## src/rtl/pe_output_collector_pkg.sv

```systemverilog
// pe_output_collector_pkg: shared defaults and FSM encodings for the PE output collector
package pe_output_collector_pkg;
  localparam int DEF_DWIDTH   = 8;
  localparam int DEF_NUM_COLS = 4;
  localparam int DEF_DEPTH    = 4;
  localparam int DEF_COL_W    = $clog2(DEF_NUM_COLS);
  typedef enum logic {IDLE = 1'b0, EMIT = 1'b1} state_t;
  function automatic int cnt_w(input int depth);
    return $clog2(depth + 1);
  endfunction
endpackage

```

## src/rtl/pe_row_fifo.sv

```systemverilog
// pe_row_fifo: circular DEPTH-entry row buffer with push/pop/count/full/empty
module pe_row_fifo
  import pe_output_collector_pkg::*;
#(
  parameter int WIDTH = 32,
  parameter int DEPTH = 4,
  parameter int CNT_W = cnt_w(DEPTH)
) (
  input  logic             clk,
  input  logic             reset,
  input  logic             push,
  input  logic             pop,
  input  logic [WIDTH-1:0] wr_data,
  output logic [WIDTH-1:0] rd_data,
  output logic [CNT_W-1:0] count,
  output logic             full,
  output logic             empty
);
  localparam int PTR_W = $clog2(DEPTH);
  logic [WIDTH-1:0] mem [DEPTH];
  logic [PTR_W-1:0] wr_ptr, rd_ptr;
  logic push_ok, pop_ok;
  assign full    = count == CNT_W'(DEPTH);
  assign empty   = count == '0;
  assign push_ok = push && !full;
  assign pop_ok  = pop && !empty;
  assign rd_data = mem[rd_ptr];
  // pointers wrap naturally because DEPTH is a power of two
  always_ff @(posedge clk) begin
    if (reset) begin
      wr_ptr <= '0;
      rd_ptr <= '0;
      count  <= '0;
    end else begin
      if (push_ok) wr_ptr <= wr_ptr + PTR_W'(1);
      if (pop_ok) rd_ptr <= rd_ptr + PTR_W'(1);
      count <= count + CNT_W'(push_ok) - CNT_W'(pop_ok);
    end
  end
  // row storage needs no reset; only occupied slots are ever read out
  always_ff @(posedge clk) begin
    if (push_ok) mem[wr_ptr] <= wr_data;
  end
endmodule

```

## src/rtl/pe_output_collector.sv

```systemverilog
// pe_output_collector: buffers PE result rows and drains them as a column-serial byte stream (optional OUT_COLLECT_RELU_EN clamps negative bytes to zero)
module pe_output_collector
  import pe_output_collector_pkg::*;
#(
  parameter int DWIDTH   = DEF_DWIDTH,
  parameter int NUM_COLS = DEF_NUM_COLS,
  parameter int DEPTH    = DEF_DEPTH,
  parameter int COL_W    = $clog2(NUM_COLS)
) (
  input  logic                       clk,
  input  logic                       reset,
  input  logic                       cap_valid,
  input  logic [NUM_COLS*DWIDTH-1:0] cap_data,
  output logic                       cap_ready,
  output logic                       out_valid,
  input  logic                       out_ready,
  output logic [DWIDTH-1:0]          out_data,
  output logic [COL_W-1:0]           out_col,
  output logic                       out_last,
  output logic                       overflow
);
  localparam int ROW_W = NUM_COLS * DWIDTH;
  localparam int CNT_W = cnt_w(DEPTH);
  localparam logic [COL_W-1:0] LAST_COL = COL_W'(NUM_COLS - 1);
  state_t state;
  logic [ROW_W-1:0] head;
  logic [CNT_W-1:0] count;
  logic full, empty, push, pop, hs;
  logic [DWIDTH-1:0] raw;
  assign cap_ready = !full;
  assign push      = cap_valid && cap_ready;
  assign hs        = out_valid && out_ready;
  assign pop       = hs && out_last;
  pe_row_fifo #(.WIDTH(ROW_W), .DEPTH(DEPTH), .CNT_W(CNT_W)) u_fifo (
    .clk(clk), .reset(reset), .push(push), .pop(pop), .wr_data(cap_data),
    .rd_data(head), .count(count), .full(full), .empty(empty)
  );
  // output mux: head row is stable until the last-column pop, so the byte holds under back-pressure
  always_comb begin
    raw = head[int'(out_col)*DWIDTH +: DWIDTH];
`ifdef OUT_COLLECT_RELU_EN
    out_data = (out_valid && !raw[DWIDTH-1]) ? raw : '0;
`else
    out_data = out_valid ? raw : '0;
`endif
  end
  // sticky overflow on any capture attempt while the buffer is full
  always_ff @(posedge clk) begin
    if (reset) overflow <= 1'b0;
    else if (cap_valid && !cap_ready) overflow <= 1'b1;
  end
  // serializer: IDLE waits for a row, EMIT walks the columns and chains rows without a bubble
  always_ff @(posedge clk) begin
    if (reset) begin
      state     <= IDLE;
      out_valid <= 1'b0;
      out_col   <= '0;
      out_last  <= 1'b0;
    end else if (state == IDLE) begin
      if (!empty) begin
        state     <= EMIT;
        out_valid <= 1'b1;
        out_col   <= '0;
        out_last  <= NUM_COLS == 1;
      end
    end else if (hs) begin
      if (!out_last) begin
        out_col  <= out_col + 1'b1;
        out_last <= (out_col + 1'b1) == LAST_COL;
      end else begin
        out_col  <= '0;
        out_last <= NUM_COLS == 1;
        if (count == CNT_W'(1) && !push) begin
          state     <= IDLE;
          out_valid <= 1'b0;
        end
      end
    end
  end
endmodule
```

## config.mk

```make
export PLATFORM = sky130hd
export DESIGN_NAME = pe_output_collector
export DESIGN_NICKNAME = d
export VERILOG_FILES = /design/src/rtl/pe_output_collector_pkg.sv /design/src/rtl/pe_row_fifo.sv /design/src/rtl/pe_output_collector.sv
export SDC_FILE = /design/constraint.sdc
export NUM_CORES = 1
export LEC_CHECK = 0
export CORE_UTILIZATION = 51
export CTS_BUF_LIST = sky130_fd_sc_hd__clkbuf_4 sky130_fd_sc_hd__clkbuf_8 sky130_fd_sc_hd__clkbuf_16
export CTS_CLUSTER_SIZE = 14
export DETAILED_ROUTE_END_ITERATION = 7
export HOLD_SLACK_MARGIN = 0.06
export PLACE_DENSITY = 0.85
export REMOVE_ABC_BUFFERS = 1
export SETUP_SLACK_MARGIN = 0.4
export SYNTH_ARGS = -nofsm -noshare
export SYNTH_HDL_FRONTEND = slang
export SYNTH_HIERARCHICAL = 1
export SYNTH_SLANG_ARGS = --single-unit
```

## constraint.sdc

```tcl
create_clock -name clk -period 2.57 [get_ports clk]
set_clock_uncertainty 0.1 [all_clocks]
set_input_delay 0.6425 -clock clk [delete_from_list [all_inputs] [get_ports clk]]
set_output_delay 0.6425 -clock clk [all_outputs]
set_load 0.05 [all_outputs]
```

==> metrics.md, run 1 <==
| Metric | Value |
|---|---|
| Crit path capture type | `output port` |
| Relative slew slack | `0.678` |
| Die width | `107 µm` |
| Die area | `11500 µm²` |
| Setup violators final | `8` |
| Syn Inst Count | `269` |
| Most frequent cells in the layout | `128 x edfxtp_1, 40 x mux4_2, 33 x clkdlybuf4s50_1, 28 x buf_4, 16 x clkbuf_16` |
| Fillers | `667` |
| Final Slew Violations | `0` |
| Vias in the first global route | `3118` |
| HPWL after detailed placement | `6340 µm` |
| Tot GR Track Use | `0.206` |
| CP max-delay cell | `mux4_2` |
| Final period utilization | `1.23` |
| Register area share after synthesis | `0.732` |
| Largest net degree at the start of global routing | `33` |
| Worst-skew pair later-pin latency | `0.51 ns` |
| F_max | `0.316 GHz` |
| Final Hold Vio Count | `0` |
| Yosys reg bits | `143` |
| DRC violations left | `0` |
| Core area | `10800 µm²` |
| Fin crit period | `3.17 ns` |
| Actual slew at the worst max-slew pin | `0.485 ns` |
| TNS Setup | `-4.67 ns` |
| Commonest non-fill, non-tap cell in the layout | `edfxtp_1` |
| CP Launch Type | `register` |
| Synthesis-to-layout area growth | `29.3%` |
| GRT Residual Overflow | `0` |
| Inserted Diodes | `0` |
| Fraction of layout cells with a size suffix above 1 | `0.398` |
| First-pass GRT wire length | `16700 µm` |
| Crit path required time | `1.83 ns` |
| Cell taking the most area after synthesis | `edfxtp_1` |
| # rows | `38` |
| Async SR Flop Fraction | `0` |
| Reg-to-reg setup timing slack | `0.27 ns` |
| Critical Path Most Common Cell | `mux4_2` |
| Final core occ | `0.675` |
| Routed Antenna Nets | `0` |
| Synth unique cells | `32` |
| Max-cap violations | `0` |
| Clk root buf | `clkbuf_8` |
| Initial DRC Count | `208` |
| Hold Path Class | `register to register` |
| Synth area leaders | `edfxtp_1 68%, mux4_2 15%, dfxtp_1 5.3%` |
| CP Max Fanout | `6` |
| DRT Pass-1 Iters | `4` |
| Mean Syn Cell Area | `21.0 µm²` |
| DRT Wirelength | `10600 µm` |
| Top-area cell type share of the netlist area | `0.679` |
| Pleak | `2.46 nW` |
| Power density over cell area | `941 nW/µm²` |
| CP Data Arrival Time | `2.42 ns` |
| Warnings from Yosys | `6` |
| Clock tree buffer depth | `2` |
| Placed inst area | `6490 µm²` |
| Crit-path cells | `buf_12 > mux4_2 > mux4_2 > and2_4 > buf_6` |
| Clock slew at reported path FFs | `0.07 ns` |
| Max stage delay on crit path | `0.51 ns` |
| CTS Buf Count | `17` |
| Htree depth | `4` |
| Top FF cell, synth | `edfxtp_1` |
| CTS tree | `built` |
| Vias per inst | `5.46` |
| Clock Sinks | `143` |
| Number of enable flip-flop cells after synthesis | `128` |
| Port bufs | `49` |
| Cell Area, Synth | `5660 µm²` |
| Gpl congestion | `0.744` |
| Initial core utilization | `0.522` |
| RSZ-0062 raised after global routing | `true` |
| Worst Setup Path Type | `register to output port` |
| Maximum vdd drop | `655 µV` |
| Wire per inst | `20.5 µm` |
| Final-stage net count | `408` |
| Vias | `2823` |
| Finished Cell Area | `7320 µm²` |
| Slack of the critical path | `-0.597 ns` |
| DIE HEIGHT | `107 µm` |
| Initial antenna violation count | `0` |
| Failing checks | `negative setup slack` |
| Status | `finished, violations left` |
| Io pins | `50` |
==> repair_timing <==
| item | CTS | global route |
|---|---|---|
| setup buffers | 9 | 2 |
| gates cloned | 1 | 0 |
| pin swaps | 10 | 8 |
| hold buffers | 0 | 0 |
| endpoints found under the setup margin | 13 | 12 |
| resized for setup | 56 | 11 |
==> metal layers <==
metal	up-vias	GRT usage	wire length, µm
met5	-	0	0
met4	0	0.0568	35
met3	4	0.0660	621
met2	86	0.344	5670
met1	1454	0.261	4270
li1	1279	-	-
==> power breakdown <==
group	internal (mW)	switching, mW	leakage (nW)
sequential	2.92	0.117	1.30
clock	1.34	1.01	0.285
combinational	0.713	0.794	0.881
total	4.97	1.93	2.46
==> worst max-delay path: cells and delay by family (launching register included) <==
kind	cells	cell delay, ns
AND/OR/NAND/NOR	1	0.18
buffers and inverters	2	0.29
multiplexers	2	0.99
flip-flops	1	0.44
==> worst paths after layout <==
kind                   start         endpoint  cells past startpoint
min reg2reg         overflow         overflow                      2
min                 overflow         overflow                      2
max                 register      out_data[1]                      5
max reg2reg  u_fifo/count[1]  u_fifo/count[2]                     10
==> synth_stat cells, types with 2 or more instances <==
cell type / count
a21oi_1: 6
and2_1: 12
buf_12: 3
buf_2: 4
buf_6: 2
clkbuf_1: 2
dfxtp_1: 15
edfxtp_1: 128
ha_1: 7
inv_1: 10
mux4_1: 3
mux4_2: 37
nand2_1: 4
nand2b_1: 2
nor2_1: 8
nor2b_1: 4
nor3_1: 2
o21ai_0: 2
or3_1: 4
xnor2_1: 2
==> per-stage QoR <==
| step | hold slack (ns) | std cells | setup slack (ns) | power (mW) |
|---|---|---|---|---|
| after floorplan | 0.352 | 258 | -1.07 | 3.79 |
| after global placement | 0.352 | 473 | -0.385 | 4.26 |
| after detailed placement | 0.368 | 473 | -0.481 | 4.31 |
| after CTS | 0.380 | 515 | -0.647 | 6.88 |
| after global routing | 0.414 | 517 | -0.708 | 7.17 |
| final | 0.374 | 517 | -0.597 | 6.89 |
==> registers in the layout (all words and copies together), names as in the netlist, named ones only <==
signal / cells
overflow: 1
out_col: 2
u_fifo/mem: 128
u_fifo/rd_ptr: 2
u_fifo/wr_ptr: 2
out_valid: 1
state: 1
out_last: 1
u_fifo/count: 3
==> final cells by class <==
type / count / area (µm²) / area share
well taps: 140 / 175 / 0.0239
inverters: 10 / 40.0 / 0.00547
repair buffers: 87 / 921 / 0.126
clock inverters: 15 / 164 / 0.0224
multi-input cells: 105 / 1450 / 0.198
flip-flops and latches: 143 / 4160 / 0.568
clock buffers: 17 / 414 / 0.0566
==> cell families (layout without fill, tap and decap cells) <==
logic type	after synthesis	in the layout	synth area share
DFF	143	143	0.732
muxes	41	41	0.163
buffers and inverters	21	129	0.0261
adders and majority gates	8	8	0.0190
AOI/OAI and AO/OA	10	10	0.0108
and+or+nand+nor	43	43	0.0446
xor gates and xnor gates	3	3	0.00464
Power figures use the tool's default switching activity.
==> inputs of run 2 (changes only) <==
--- a/config.mk
+++ b/config.mk
@@ -5,6 +5,7 @@
 export SDC_FILE = /design/constraint.sdc
 export NUM_CORES = 1
 export LEC_CHECK = 0
+export CORE_MARGIN = 4
 export CORE_UTILIZATION = 51
 export CTS_BUF_LIST = sky130_fd_sc_hd__clkbuf_4 sky130_fd_sc_hd__clkbuf_8 sky130_fd_sc_hd__clkbuf_16
 export CTS_CLUSTER_SIZE = 14
==> metrics.md, run 2 (synthesized netlist as in run 1, its figures left out) <==
| Metric | Value |
|---|---|
| Wire per inst | `22.1 µm (was 20.5 µm)` |
| Initial core utilization | `0.522 (unchanged)` |
| RSZ-0062 raised after global routing | `true (unchanged)` |
| CP top delay family | `multiplexers (unchanged)` |
| Final-stage net count | `405 (was 408)` |
| DRT Wirelength | `11400 µm (was 10600 µm)` |
| Power density over cell area | `958 nW/µm² (was 941 nW/µm²)` |
| Crit path required time | `1.83 ns (about the same)` |
| Gate power share | `0.215 (was 0.219)` |
| DRT Pass-1 Iters | `4 (unchanged)` |
| CP max-delay cell | `mux4_2 (unchanged)` |
| Vias | `2885 (was 2823)` |
| Io pins | `50 (unchanged)` |
| CTS Buf Count | `17 (unchanged)` |
| Die width | `113 µm (was 107 µm)` |
| CTS tree | `built (unchanged)` |
| Inserted Diodes | `0 (unchanged)` |
| Fillers | `647 (was 667)` |
| DRC violations left | `0 (unchanged)` |
| Max-cap violations | `0 (unchanged)` |
| Clock Sinks | `143 (unchanged)` |
| Htree depth | `4 (unchanged)` |
| Commonest non-fill, non-tap cell in the layout | `edfxtp_1 (unchanged)` |
| CP Data Arrival Time | `2.49 ns (was 2.42 ns)` |
| Failing checks | `negative setup slack (unchanged)` |
| Hold Buf Count CTS | `0 (unchanged)` |
| Relative slew slack | `0.637 (was 0.678)` |
| Switching Share | `0.254 (was 0.279)` |
| Clk root buf | `clkbuf_8 (unchanged)` |
| Largest register FFs | `128 (unchanged)` |
| First-pass GRT wire length | `17900 µm (was 16700 µm)` |
| Final period utilization | `1.26 (was 1.23)` |
| CP Max Fanout | `5 (was 6)` |
| F_max | `0.310 GHz (was 0.316 GHz)` |
| Placed inst area | `6520 µm² (was 6490 µm²)` |
| Routed Antenna Nets | `0 (unchanged)` |
| CP Launch Type | `register (unchanged)` |
| # rows | `38 (unchanged)` |
| Crit-path cells | `buf_12 > buf_16 > mux4_2 > mux4_2 > and2_4 > buf_8 (was buf_12 > mux4_2 > mux4_2 > and2_4 > buf_6)` |
| P_int | `5.36 mW (was 4.97 mW)` |
| Final Slew Violations | `0 (unchanged)` |
| Die area | `12900 µm² (was 11500 µm²)` |
| Worst Setup Path Type | `register to output port (unchanged)` |
| Hold WS | `0.396 ns (was 0.374 ns)` |
| Actual slew at the worst max-slew pin | `0.543 ns (was 0.485 ns)` |
| Placed Cells incl. Taps | `471 (was 473)` |
| HPWL after detailed placement | `6200 µm (was 6340 µm)` |
| Clock slew at reported path FFs | `0.06 ns (was 0.07 ns)` |
| Critical Path Most Common Cell | `mux4_2 (unchanged)` |
| Initial DRC Count | `243 (was 208)` |
| Largest net degree at the start of global routing | `19 (was 33)` |
| Initial antenna violation count | `0 (unchanged)` |
| Setup violators final | `8 (unchanged)` |
| Worst Path Buf+Inv | `3 (was 2)` |
| Fraction of layout cells with a size suffix above 1 | `0.385 (was 0.398)` |
| Fin crit period | `3.23 ns (was 3.17 ns)` |
| Worst-skew pair later-pin latency | `0.51 ns (about the same)` |
| Maximum vdd drop | `628 µV (was 655 µV)` |
| Final Hold Vio Count | `0 (unchanged)` |
| Top flop regs | `u_fifo/mem (128), u_fifo/count (3) (unchanged)` |
| Slack of the critical path | `-0.658 ns (was -0.597 ns)` |
| DIE HEIGHT | `113 µm (was 107 µm)` |
| Clock network fraction of total power | `0.364 (was 0.341)` |
| Max stage delay on crit path | `0.51 ns (about the same)` |
| Vias in the first global route | `3119 (was 3118)` |
| Non-filler cells, final | `514 (was 517)` |
| Status | `finished, violations left (unchanged)` |
| Tot GR Track Use | `0.193 (was 0.206)` |
| Switch Pwr | `1.83 mW (was 1.93 mW)` |
| Sequential power share | `0.421 (was 0.440)` |
| Synthesis-to-layout area growth | `32.6% (was 29.3%)` |
| Top reg by flops | `u_fifo/mem (unchanged)` |
| Clock tree buffer depth | `2 (unchanged)` |
| Finished Cell Area | `7510 µm² (was 7320 µm²)` |
| Crit path capture type | `output port (unchanged)` |
| Gpl congestion | `0.733 (was 0.744)` |
| Port bufs | `49 (unchanged)` |
| Final core occ | `0.693 (was 0.675)` |
| Core area | `10800 µm² (unchanged)` |
| Most frequent cells in the layout | `128 x edfxtp_1, 40 x mux4_2, 33 x clkdlybuf4s50_1, 22 x clkbuf_16 (was 128 x edfxtp_1, 40 x mux4_2, 33 x clkdlybuf4s50_1, 28 x buf_4, 16 x clkbuf_16)` |
| GRT Residual Overflow | `0 (unchanged)` |
| Pleak | `2.54 nW (was 2.46 nW)` |
| Hold Path Class | `register to register (unchanged)` |
| Vias per inst | `5.61 (was 5.46)` |
==> run 2: metrics by stage <==
| step | TNS (ns) | total power, mW | worst slack, ns |
|---|---|---|---|
| after floorplan | -8.27 | 3.79 | -1.07 |
| after global placement | -1.58 | 4.32 | -0.416 |
| after detailed placement | -1.70 | 4.38 | -0.450 |
| after CTS | -5.25 | 7.19 | -0.686 |
| after global routing | -5.70 | 7.47 | -0.745 |
| final | -4.99 | 7.19 | -0.658 |
==> run 2: timing repair <==
item / CTS / global route
setup buffers: 7 / 0
gates cloned: 4 / 0
resized for setup: 56 / 10
pin swaps: 7 / 4
endpoints found under the setup margin: 13 / 13
==> run 2: final cells by class <==
cell class	count	area (µm²)	share of cell area
clock inverters	4	52.6	0.00700
clock buffers	28	614	0.0818
inverters	10	40.0	0.00533
well taps	140	175	0.0233
multi-input cells	105	1430	0.191
flip-flops and latches	143	4150	0.553
repair buffers	84	1040	0.139
==> run 2: routing by layer <==
| metal | global-route usage | wire length (µm) | vias up | share of wire |
|---|---|---|---|---|
| met1 | 0.248 | 4680 | 1504 | 0.41 |
| li1 | - | - | 1275 | - |
| met5 | 0 | 0 | - | 0 |
| met3 | 0.0513 | 483 | 14 | 0.042 |
| met4 | 0.0649 | 164 | 0 | 0.014 |
| met2 | 0.323 | 6060 | 92 | 0.53 |
==> run 2: worst register-to-register path, delay by kind of cell, from the launching register on <==
family	cells	cell delay (ns)
adder cells (fa/ha/maj)	3	0.82
XOR/XNOR	2	0.31
AO/OA/AOI/OAI	1	0.25
buffers and inverters	3	0.27
flip-flops	1	0.34
AND/OR/NAND/NOR	1	0.07
==> run 2: power groups by stage <==
stage,logic [mW],clock network (mW),registers (mW)
after floorplan,0.692,0,3.10
after global routing,1.64,2.77,3.05
after detailed placement,1.32,0,3.06
after CTS,1.52,2.65,3.02
after global placement,1.29,0,3.03
final,1.55,2.62,3.03
==> run 2: final timing paths <==
path,start,cells past startpoint,slack (ns),end
worst max-delay path,register,6,-0.66,out_data[6]
worst max register to register,u_fifo/count[1],10,0.28,u_fifo/count[2]
worst min-delay path,overflow,2,0.40,overflow
worst min register to register,overflow,2,0.40,overflow
==> inputs of run 3 (changes only) <==
--- a/config.mk
+++ b/config.mk
@@ -5,13 +5,14 @@
 export SDC_FILE = /design/constraint.sdc
 export NUM_CORES = 1
 export LEC_CHECK = 0
+export CORE_ASPECT_RATIO = 0.8
 export CORE_MARGIN = 4
-export CORE_UTILIZATION = 51
+export CORE_UTILIZATION = 34
 export CTS_BUF_LIST = sky130_fd_sc_hd__clkbuf_4 sky130_fd_sc_hd__clkbuf_8 sky130_fd_sc_hd__clkbuf_16
 export CTS_CLUSTER_SIZE = 14
 export DETAILED_ROUTE_END_ITERATION = 7
 export HOLD_SLACK_MARGIN = 0.06
-export PLACE_DENSITY = 0.85
+export PLACE_DENSITY = 0.64
 export REMOVE_ABC_BUFFERS = 1
 export SETUP_SLACK_MARGIN = 0.4
 export SYNTH_ARGS = -nofsm -noshare
==> metrics.md, run 3 (synthesized netlist as in run 1, its figures left out) <==
| Metric | Value |
|---|---|
| Vias in the first global route | `3110 (was 3119)` |
| Inserted Diodes | `0 (unchanged)` |
| Post-Route M1 WL | `4970 µm (was 4680 µm)` |
| Hold Path Stages | `2 (unchanged)` |
| Commonest non-fill, non-tap cell in the layout | `edfxtp_1 (unchanged)` |
| Crit path capture type | `output port (unchanged)` |
| Crit-path cells | `buf_12 > buf_16 > mux4_2 > mux4_2 > and2_4 > buf_6 (was buf_12 > buf_16 > mux4_2 > mux4_2 > and2_4 > buf_8)` |
| Maximum vdd drop | `460 µV (was 628 µV)` |
| RSZ-0062 raised after global routing | `true (unchanged)` |
| Overall power | `6.96 mW (was 7.19 mW)` |
| Fin crit period | `3.09 ns (was 3.23 ns)` |
| DRC violations left | `0 (unchanged)` |
| DIE HEIGHT | `123 µm (was 113 µm)` |
| Hold Buf Count CTS | `0 (unchanged)` |
| Initial DRC Count | `214 (was 243)` |
| # rows | `41 (was 38)` |
| CP Max Fanout | `5 (unchanged)` |
| Clock tree buffer depth | `2 (unchanged)` |
| First-pass GRT wire length | `17700 µm (was 17900 µm)` |
| Failing checks | `negative setup slack (unchanged)` |
| Most frequent cells in the layout | `128 x edfxtp_1, 40 x mux4_2, 33 x clkdlybuf4s50_1, 22 x buf_4, 17 x clkbuf_16 (was 128 x edfxtp_1, 40 x mux4_2, 33 x clkdlybuf4s50_1, 22 x clkbuf_16)` |
| Final period utilization | `1.20 (was 1.26)` |
| Vias | `2883 (was 2885)` |
| CP max-delay cell | `mux4_2 (unchanged)` |
| CP Launch Type | `register (unchanged)` |
| Vias per inst | `4.85 (was 5.61)` |
| Top reg by flops | `u_fifo/mem (unchanged)` |
| Top flop regs | `u_fifo/mem (128), u_fifo/count (3) (unchanged)` |
| Clock Sinks | `143 (unchanged)` |
| Met3 routed WL | `512 µm (was 483 µm)` |
| Gpl congestion | `0.721 (was 0.733)` |
| Final Slew Violations | `0 (unchanged)` |
| Fraction of layout cells with a size suffix above 1 | `0.391 (was 0.385)` |
| Clock network fraction of total power | `0.346 (was 0.364)` |
| Sequential power share | `0.431 (was 0.421)` |
| Max layer used | `met4 (unchanged)` |
| GRT Residual Overflow | `0 (unchanged)` |
| Switch Pwr | `1.79 mW (was 1.83 mW)` |
| Io pins | `50 (unchanged)` |
| Die area | `18800 µm² (was 12900 µm²)` |
| Max-cap violations | `0 (unchanged)` |
| Largest register FFs | `128 (unchanged)` |
| Routed Antenna Nets | `0 (unchanged)` |
| TNS Setup | `-3.99 ns (was -4.99 ns)` |
| CTS tree | `built (unchanged)` |
| CP Data Arrival Time | `2.35 ns (was 2.49 ns)` |
| Metal2 WL | `5640 µm (was 6060 µm)` |
| F_max | `0.324 GHz (was 0.310 GHz)` |
| P_int | `5.18 mW (was 5.36 mW)` |
| Switching Share | `0.256 (was 0.254)` |
| Status | `finished, violations left (unchanged)` |
| Setup violators final | `8 (unchanged)` |
| Clk root buf | `clkbuf_16 (was clkbuf_8)` |
| Largest net degree at the start of global routing | `20 (was 19)` |
| Final-stage net count | `410 (was 405)` |
| DRT Pass-1 Iters | `4 (unchanged)` |
| Port bufs | `49 (unchanged)` |
| Worst-skew pair later-pin latency | `0.41 ns (was 0.51 ns)` |
| Core area | `16100 µm² (was 10800 µm²)` |
| Hold Path Class | `register to register (unchanged)` |
| Synthesis-to-layout area growth | `33.2% (was 32.6%)` |
| Finished Cell Area | `7540 µm² (was 7510 µm²)` |
| Htree depth | `4 (unchanged)` |
| Worst R2R Path Depth | `12 (was 10)` |
| Final Hold Vio Count | `0 (unchanged)` |
| Critical Path Most Common Cell | `mux4_2 (unchanged)` |
| Initial antenna violation count | `0 (unchanged)` |
| Crit path required time | `1.83 ns (about the same)` |
| Slack of the critical path | `-0.520 ns (was -0.658 ns)` |
| HPWL after detailed placement | `6680 µm (was 6200 µm)` |
| Gate power share | `0.223 (was 0.215)` |
| Max stage delay on crit path | `0.52 ns (was 0.51 ns)` |
| Tot GR Track Use | `0.128 (was 0.193)` |
| Die width | `152 µm (was 113 µm)` |
| Clock slew at reported path FFs | `0.06 ns (about the same)` |
| Pleak | `2.50 nW (was 2.54 nW)` |
| DRT Wirelength | `11300 µm (was 11400 µm)` |
| Actual slew at the worst max-slew pin | `0.491 ns (was 0.543 ns)` |
| Worst Setup Path Type | `register to output port (unchanged)` |
| Relative slew slack | `0.674 (was 0.637)` |
| Placed inst area | `6620 µm² (was 6520 µm²)` |
| Initial core utilization | `0.353 (was 0.522)` |
| CTS Buf Count | `17 (unchanged)` |
| Power density over cell area | `923 nW/µm² (was 958 nW/µm²)` |
| Wire per inst | `18.9 µm (was 22.1 µm)` |
-- run 3: changes by cell type in the layout (fill, tap and decap cells not counted), sizes merged --
cell,previous run,this run
clkbuf,28,20
clkinvlp,0,1
clkinv,3,7
inv,10,12
bufinv,1,3
buf,48,52
-- run 3: path summary, 6_finish.rpt --
kind | startpoint | endpoint | slack (ns)
min | overflow | overflow | 0.37
min reg2reg | overflow | overflow | 0.37
max | register | out_data[2] | -0.52
max reg2reg | u_fifo/count[2] | u_fifo/count[2] | 0.35
-- run 3: per-stage QoR --
stage	setup WS, ns	util	cells	hold slack, ns
finish	-0.520	0.470	594	0.371
global route	-0.596	0.470	594	0.400
CTS	-0.537	0.468	593	0.386
detailed placement	-0.538	0.412	547	0.373
global placement	-0.403	0.412	547	0.364
floorplan	-1.07	-	258	0.352
-- run 3: metal layers --
metal	GRT usage	up-vias
li1	-	1288
met1	0.164	1511
met2	0.212	75
met3	0.0315	9
met4	0.0505	0
met5	0	-
-- run 3: what timing repair did --
item | 4_1_cts | 5_1_grt
setup endpoints to repair | 84 | 12
gates cloned | 4 | 0
setup buffers | 10 | 1
resized for setup | 58 | 6
pin swaps | 7 | 7
-- run 3: power groups by stage --
| stage | sequential, mW | combinational (mW) | clock (mW) |
|---|---|---|---|
| after floorplan | 3.10 | 0.692 | 0 |
| after global placement | 3.03 | 1.31 | 0 |
| after detailed placement | 3.05 | 1.33 | 0 |
| after CTS | 3.01 | 1.53 | 2.47 |
| after global routing | 3.03 | 1.66 | 2.57 |
| final | 3.00 | 1.55 | 2.41 |
-- run 3: final cells by class --
| class | count | area [µm²] |
|---|---|---|
| Timing Repair Buffer | 89 | 1050 |
| Clock buffer | 19 | 440 |
| Clock inverter | 13 | 144 |
| Tap cell | 215 | 269 |
| Multi-Input combinational cell | 105 | 1450 |
| Fill cell | 1313 | 8510 |
| Sequential cell | 143 | 4150 |
| Inverter | 10 | 37.5 |
-- run 3: worst max-delay path: cells and delay by family (launching register included) --
family | cells | cell delay [ns]
mux | 2 | 0.99
simple gates | 1 | 0.17
buf+inv | 3 | 0.41
flops | 1 | 0.37
